--- config.mk ---
export PLATFORM = sky130hd
export DESIGN_NAME = multicycle_sequencer
export DESIGN_NICKNAME = d
export VERILOG_FILES = /design/src/rtl/cpu_ctrl_pkg.sv /design/src/rtl/mem_wait_timer.sv /design/src/rtl/multicycle_sequencer.sv
export SDC_FILE = /design/constraint.sdc
export NUM_CORES = 1
export LEC_CHECK = 0
export CAP_MARGIN = 15
export CORE_MARGIN = 2
export CORE_UTILIZATION = 40
export CTS_CLUSTER_DIAMETER = 60
export DETAILED_ROUTE_END_ITERATION = 8
export PLACE_DENSITY = 0.67
export SYNTH_ARGS = -nofsm -noshare
export SYNTH_HDL_FRONTEND = slang
export SYNTH_HIERARCHICAL = 1
export SYNTH_SLANG_ARGS = --single-unit
--- constraint.sdc ---
create_clock -name clk -period 8.25 [get_ports clk]
set_input_delay 0.825 -clock clk [delete_from_list [all_inputs] [get_ports clk]]
set_output_delay 0.825 -clock clk [all_outputs]
set_load 0.05 [all_outputs]
--- src/rtl/cpu_ctrl_pkg.sv ---
// Shared types and encodings for the multi-cycle CPU control sequencer.
package cpu_ctrl_pkg;

    localparam int unsigned OP_W     = 4;
    localparam int unsigned FUNC_W   = 8;
    localparam int unsigned ALU_OP_W = 7;

    typedef enum logic [2:0] {
        ST_IDLE   = 3'd0,
        ST_FETCH  = 3'd1,
        ST_DECODE = 3'd2,
        ST_EXEC   = 3'd3,
        ST_MEM    = 3'd4,
        ST_WB     = 3'd5,
        ST_TRAP   = 3'd6
    } state_t;

    localparam logic [OP_W-1:0] OP_LOAD   = 4'b0000;
    localparam logic [OP_W-1:0] OP_STORE  = 4'b0001;
    localparam logic [OP_W-1:0] OP_JUMP   = 4'b0010;
    localparam logic [OP_W-1:0] OP_BRANCH = 4'b0100;
    localparam logic [OP_W-1:0] OP_RTYPE  = 4'b1000;
    localparam logic [OP_W-1:0] OP_IMM0   = 4'b1100;
    localparam logic [OP_W-1:0] OP_IMM1   = 4'b1101;
    localparam logic [OP_W-1:0] OP_IMM2   = 4'b1110;
    localparam logic [OP_W-1:0] OP_IMM3   = 4'b1111;

    localparam logic [ALU_OP_W-1:0] ALU_ADDR   = 7'b0000010;
    localparam logic [ALU_OP_W-1:0] ALU_BRANCH = 7'b1000111;
    localparam logic [ALU_OP_W-1:0] ALU_IMM0   = 7'b0000010;
    localparam logic [ALU_OP_W-1:0] ALU_IMM1   = 7'b0000100;
    localparam logic [ALU_OP_W-1:0] ALU_IMM2   = 7'b0001000;
    localparam logic [ALU_OP_W-1:0] ALU_IMM3   = 7'b0010000;

    localparam logic [1:0] PC_SRC_SEQ    = 2'b00;
    localparam logic [1:0] PC_SRC_JUMP   = 2'b01;
    localparam logic [1:0] PC_SRC_BRANCH = 2'b10;

    localparam logic [1:0] TRAP_NONE    = 2'b00;
    localparam logic [1:0] TRAP_ILLEGAL = 2'b01;
    localparam logic [1:0] TRAP_IMEM    = 2'b10;
    localparam logic [1:0] TRAP_DMEM    = 2'b11;

    // Opcodes the datapath implements; everything else traps in DECODE.
    function automatic logic op_is_legal(input logic [OP_W-1:0] op);
        case (op)
            OP_LOAD, OP_STORE, OP_JUMP, OP_BRANCH, OP_RTYPE,
            OP_IMM0, OP_IMM1, OP_IMM2, OP_IMM3: return 1'b1;
            default:                            return 1'b0;
        endcase
    endfunction

    // ALU operation for an opcode; held unchanged through MEM and WB.
    function automatic logic [ALU_OP_W-1:0] alu_op_for(input logic [OP_W-1:0] op,
                                                       input logic [FUNC_W-1:0] func);
        case (op)
            OP_LOAD, OP_STORE: return ALU_ADDR;
            OP_BRANCH:         return ALU_BRANCH;
            OP_RTYPE:          return func[ALU_OP_W-1:0];
            OP_IMM0:           return ALU_IMM0;
            OP_IMM1:           return ALU_IMM1;
            OP_IMM2:           return ALU_IMM2;
            OP_IMM3:           return ALU_IMM3;
            default:           return '0;
        endcase
    endfunction

    // Opcodes whose ALU B operand is the immediate.
    function automatic logic immd_for(input logic [OP_W-1:0] op);
        case (op)
            OP_LOAD, OP_STORE, OP_IMM0, OP_IMM1, OP_IMM2, OP_IMM3: return 1'b1;
            default:                                               return 1'b0;
        endcase
    endfunction

endpackage

--- src/rtl/mem_wait_timer.sv ---
// Memory wait-cycle counter shared by the instruction and data handshakes.
module mem_wait_timer #(
    parameter int unsigned MEM_TIMEOUT = 16
) (
    input  logic clk,
    input  logic rst,
    input  logic clear,
    input  logic enable,
    output logic expired_c
);

    localparam int unsigned CNT_W      = (MEM_TIMEOUT == 0) ? 1 : $clog2(MEM_TIMEOUT + 1);
    localparam bit          TIMEOUT_EN = (MEM_TIMEOUT != 0);
    localparam logic [CNT_W-1:0] LAST_WAIT = CNT_W'((MEM_TIMEOUT == 0) ? 0 : MEM_TIMEOUT - 1);
    localparam logic [CNT_W-1:0] CNT_MAX   = {CNT_W{1'b1}};

    logic [CNT_W-1:0] cnt_q;

    // Count waiting cycles; saturate so a disabled timeout never wraps.
    always_ff @(posedge clk or negedge rst) begin
        if (!rst) begin
            cnt_q <= '0;
        end else if (clear) begin
            cnt_q <= '0;
        end else if (enable && (cnt_q != CNT_MAX)) begin
            cnt_q <= cnt_q + CNT_W'(1);
        end
    end

    // Fires on the waiting cycle that brings the count up to MEM_TIMEOUT.
    assign expired_c = TIMEOUT_EN && enable && (cnt_q == LAST_WAIT);

endmodule

--- src/rtl/multicycle_sequencer.sv ---
// Multi-cycle fetch/decode/execute/memory/writeback control FSM with sticky trap.
module multicycle_sequencer
    import cpu_ctrl_pkg::*;
#(
    parameter int unsigned MEM_TIMEOUT = 16
) (
    input  logic                clk,
    input  logic                rst,
    input  logic [OP_W-1:0]     opcode,
    input  logic [FUNC_W-1:0]   func,
    input  logic                zero,
    input  logic                imem_ready,
    input  logic                dmem_ready,
    output logic                imem_req,
    output logic                ir_load,
    output logic                pc_write,
    output logic [1:0]          pc_src,
    output logic [ALU_OP_W-1:0] alu_op,
    output logic                immd_sel,
    output logic                dmem_req,
    output logic                dmem_we,
    output logic                reg_write,
    output logic                mem_to_reg,
    output logic                set_window,
    output logic                trap,
    output logic [1:0]          trap_cause
);

    state_t              state_q, state_d;
    logic [OP_W-1:0]     op_q;
    logic [FUNC_W-1:0]   func_q;
    logic [1:0]          cause_q, cause_d;
    logic                timer_clear;
    logic                timer_en;
    logic                timer_expired;

    // Any state change restarts the wait count, so FETCH and MEM always start from zero.
    assign timer_clear = (state_d != state_q);
    assign timer_en    = ((state_q == ST_FETCH) && !imem_ready) ||
                         ((state_q == ST_MEM)   && !dmem_ready);

    mem_wait_timer #(
        .MEM_TIMEOUT (MEM_TIMEOUT)
    ) u_timer (
        .clk       (clk),
        .rst       (rst),
        .clear     (timer_clear),
        .enable    (timer_en),
        .expired_c (timer_expired)
    );

    // State, instruction and trap-cause registers.
    always_ff @(posedge clk or negedge rst) begin
        if (!rst) begin
            state_q <= ST_IDLE;
            op_q    <= '0;
            func_q  <= '0;
            cause_q <= TRAP_NONE;
        end else begin
            state_q <= state_d;
            cause_q <= cause_d;
            if ((state_q == ST_FETCH) && imem_ready) begin
                op_q   <= opcode;
                func_q <= func;
            end
        end
    end

    // Next-state and control outputs decoded from the current state.
    always_comb begin
        state_d    = state_q;
        cause_d    = cause_q;
        imem_req   = 1'b0;
        ir_load    = 1'b0;
        pc_write   = 1'b0;
        pc_src     = PC_SRC_SEQ;
        alu_op     = '0;
        immd_sel   = 1'b0;
        dmem_req   = 1'b0;
        dmem_we    = 1'b0;
        reg_write  = 1'b0;
        mem_to_reg = 1'b0;
        set_window = 1'b0;
        trap       = 1'b0;
        trap_cause = TRAP_NONE;

        case (state_q)
            ST_IDLE: begin
                state_d = ST_FETCH;
            end
            ST_FETCH: begin
                imem_req = 1'b1;
                if (imem_ready) begin
                    ir_load = 1'b1;
                    state_d = ST_DECODE;
                end else if (timer_expired) begin
                    state_d = ST_TRAP;
                    cause_d = TRAP_IMEM;
                end
            end
            ST_DECODE: begin
                if (!op_is_legal(op_q)) begin
                    state_d = ST_TRAP;
                    cause_d = TRAP_ILLEGAL;
                end else if (op_q == OP_JUMP) begin
                    pc_write = 1'b1;
                    pc_src   = PC_SRC_JUMP;
                    state_d  = ST_FETCH;
                end else begin
                    pc_write = 1'b1;
                    pc_src   = PC_SRC_SEQ;
                    state_d  = ST_EXEC;
                end
            end
            ST_EXEC: begin
                alu_op   = alu_op_for(op_q, func_q);
                immd_sel = immd_for(op_q);
                case (op_q)
                    OP_LOAD, OP_STORE: state_d = ST_MEM;
                    OP_BRANCH: begin
                        if (zero) begin
                            pc_write = 1'b1;
                            pc_src   = PC_SRC_BRANCH;
                        end
                        state_d = ST_FETCH;
                    end
                    OP_RTYPE: begin
                        set_window = func_q[7];
                        state_d    = (func_q[7:6] == 2'b00) ? ST_WB : ST_FETCH;
                    end
                    default: state_d = ST_WB;
                endcase
            end
            ST_MEM: begin
                dmem_req = 1'b1;
                dmem_we  = (op_q == OP_STORE);
                alu_op   = alu_op_for(op_q, func_q);
                immd_sel = immd_for(op_q);
                if (dmem_ready) begin
                    state_d = (op_q == OP_STORE) ? ST_FETCH : ST_WB;
                end else if (timer_expired) begin
                    state_d = ST_TRAP;
                    cause_d = TRAP_DMEM;
                end
            end
            ST_WB: begin
                reg_write  = 1'b1;
                mem_to_reg = (op_q == OP_LOAD);
                alu_op     = alu_op_for(op_q, func_q);
                immd_sel   = immd_for(op_q);
                state_d    = ST_FETCH;
            end
            ST_TRAP: begin
                trap       = 1'b1;
                trap_cause = cause_q;
            end
            default: begin
                state_d = ST_IDLE;
            end
        endcase
    end

endmodule

==> impl_metrics.json <==
{
  "cts_root_buf": "clkbuf_8",
  "setup_viol": 0,
  "max-slew-margin-rel_pct": 34.3,
  "crit_path_end_kind": "output pin",
  "ctsHtreeMaxLevel": 1,
  "grt_pass1_vias": 1237,
  "crit_chain": "clkdlybuf4s50_1, and2_1, clkdlybuf4s50_1",
  "antenna_cells": 0,
  "post-cts-setup-buffers": 0,
  "cap_violations": 0,
  "cts_max_path_buffers": 2,
  "final_area_mm2": 0.00193,
  "drtPass1Iterations": 4,
  "placed_cell_area_mm2": 0.00188,
  "crit_type": "in -> out",
  "synth.yosys.seq_area_share_pct": 36.0,
  "syn_area_mm2": 0.00153,
  "final.setup.worst_slack_ps": 4460,
  "cts_tree": "built",
  "multi_input_area_um2": 891,
  "synthCells": 154,
  "power.density_mw_per_mm2": 366,
  "die_y_um": 65.8,
  "post_drt_wl_per_cell_um": 14.6,
  "min_path_type": "reg -> reg",
  "grt_util_all_layers_pct": 17.7,
  "leakagePower_nw": 0.788,
  "synth_edf_count": 0,
  "antenna_left": 0,
  "dominantRegCellSynth": "dfrtp_1",
  "rows": 22,
  "vias_per_cell": 5.46,
  "layout_common_cells": "clkdlybuf4s50_1, dfrtp_1, nor2_1, a21oi_1, mux2_4",
  "cp.required_ps": 7420,
  "remaining_drc_errors": 0,
  "clk_pin_slew_ps": 70,
  "io_pins": 38,
  "clk_latency_ps": 260,
  "grt_pass1_wl_mm": 5.94,
  "min_period_ps": 3790,
  "vias": 1266,
  "place_ws_ps": 4460,
  "yosysUniqueCellTypes": 52,
  "max-vdd-ir-drop_mv": 0.157,
  "async_flop_share_pct": 100,
  "overflow": 0,
  "finalCritPeriodShare_pct": 45.9,
  "fmax_ghz": 0.264,
  "crit_path_max_fanout": 14,
  "dp_cells": 228,
  "hold_buffers": 0,
  "crit_top_cell": "clkdlybuf4s50_1",
  "drive_above_1_share_pct": 13.0,
  "die_width_um": 65.8,
  "gp_congestion": 0.842,
  "worst_pin_slew_ps": 982,
  "tns_ps": 0,
  "cp-start-kind": "primary input",
  "start_util_pct": 41.7,
  "nNetsFinal": 205,
  "ys_ff_latch": 22,
  "status": "completed",
  "grt_antenna_before_repair": 0,
  "worstPathArrival_ps": 2960,
  "crit_slowest_cell": "clkdlybuf4s50_1",
  "totalWireLength_mm": 3.39,
  "grt_max_degree": 23,
  "numPortBuffers": 37,
  "layout_commonest_cell": "clkdlybuf4s50_1",
  "fin_cells": 232,
  "cts_resized": 0,
  "syn_nets": 174,
  "hold_viol": 0,
  "dieArea_mm2": 0.00433,
  "slew_viol_final": 0,
  "critPathMaxStageDelay_ps": 940,
  "synth.avg_cell_area_um2": 9.92,
  "cts.sinks": 22,
  "dp_hpwl_mm": 2.47,
  "final-seq-area_um2": 551,
  "cts_buffers": 3,
  "coreArea_mm2": 0.00366,
  "fillers": 348,
  "area_delta_synth_final_pct": 26.6,
  "holdWs_ps": 500,
  "worst_clock_skew_ps": 8.05,
  "ys_warn_count": 6,
  "drt_iter0_markers": 98,
  "rsz0062_at_grt": "false"
}
cells by family (layout without fill, tap and decap cells):
group,count (synthesis),count (layout),synth area share (%)
and+or+nand+nor,66,66,27.5
xor gates and xnor gates,2,2,1.15
muxes,14,14,11.9
buffers and inverters,13,43,5.65
adders and majority gates,3,3,2.46
DFF,22,22,36.0
AOI/OAI and AO/OA,34,34,15.3
worst paths after layout:
| check | startpoint | slack [ps] | depth (start not counted) | endpoint |
|---|---|---|---|---|
| setup / recovery | imem_ready | 4460 | 3 | ir_load |
| setup reg to reg | state_q[2]$_DFF_PN0_ | 5150 | 9 | u_timer/cnt_q[3]$_DFFE_PN0P_ |
| hold / removal | cause_q[1]$_DFFE_PN0P_ | 500 | 2 | cause_q[1]$_DFFE_PN0P_ |
| min in group asynchronous | rst | 1110 | 1 | func_q[6]$_DFFE_PN0P_ |
| hold reg to reg | cause_q[1]$_DFFE_PN0P_ | 500 | 2 | cause_q[1]$_DFFE_PN0P_ |
| max in group asynchronous | rst | 6550 | 1 | func_q[7]$_DFFE_PN0P_ |
through the flow:
stage	power, mW	utilization (%)
after floorplan	0.548	-
after global placement	0.619	51.3
after detailed placement	0.634	51.3
after CTS	0.711	52.8
after global routing	0.765	52.8
final	0.708	52.8
flip-flops by register name, indices dropped and copies added (netlist names):
| name | count |
|---|---|
| cause_q | 2 |
| func_q | 8 |
| u_timer/cnt_q | 5 |
| state_q | 3 |
| op_q | 4 |
routing by layer:
metal / vias up / track usage [%] / share of wire [%]
met3: 2 / 2.04 / 3.8
met1: 611 / 25.5 / 48
li1: 622 / - / -
met4: 0 / 4.69 / 0.65
met2: 31 / 28.3 / 48
met5: - / 0 / 0
cell type report:
| class | count | share of cell area (%) |
|---|---|---|
| clock buffer | 4 | 2.85 |
| inverter | 2 | 0.388 |
| multi-input combinational | 119 | 46.1 |
| sequential | 22 | 28.5 |
| tap | 48 | 3.10 |
| timing repair buffer | 37 | 19.1 |
critical path, delay by kind of cell:
kind,cells,cell delay (ps)
buffers and inverters,2,1480
AND/OR/NAND/NOR,1,650
synth_stat cells (2+ instances only):
| cell | number | share of area [%] |
|---|---|---|
| buf_4 | 2 | 0.98 |
| or2_2 | 2 | 0.82 |
| dfrtp_1 | 22 | 36 |
| a211oi_1 | 5 | 2.5 |
| mux2_2 | 4 | 2.9 |
| o21ai_0 | 5 | 1.6 |
| a21oi_1 | 9 | 2.9 |
| ha_1 | 3 | 2.5 |
| nor4_1 | 2 | 0.82 |
| mux2_4 | 7 | 6.9 |
| nand2b_1 | 4 | 1.6 |
| and2_1 | 4 | 1.6 |
| inv_1 | 2 | 0.49 |
| nand4bb_1 | 2 | 1.5 |
| and3_1 | 6 | 2.5 |
| nor3b_1 | 2 | 0.98 |
| a21o_1 | 3 | 1.5 |
| nor2_1 | 13 | 3.2 |
| nand3b_1 | 4 | 2.0 |
| clkbuf_1 | 2 | 0.49 |
| buf_2 | 5 | 1.6 |
| nor3_1 | 4 | 1.3 |
| mux2i_1 | 2 | 1.3 |
| nand2_1 | 6 | 1.5 |
| a2111oi_0 | 2 | 1.1 |
| nor2b_1 | 6 | 2.5 |
where the power goes:
| part | internal, mW | switching [mW] | total (mW) |
|---|---|---|---|
| combinational | 0.180 | 0.214 | 0.394 |
| sequential | 0.152 | 0.0867 | 0.238 |
| clock | 0.0424 | 0.0329 | 0.0754 |
Note: power is estimated with default switching activity, not from simulation.
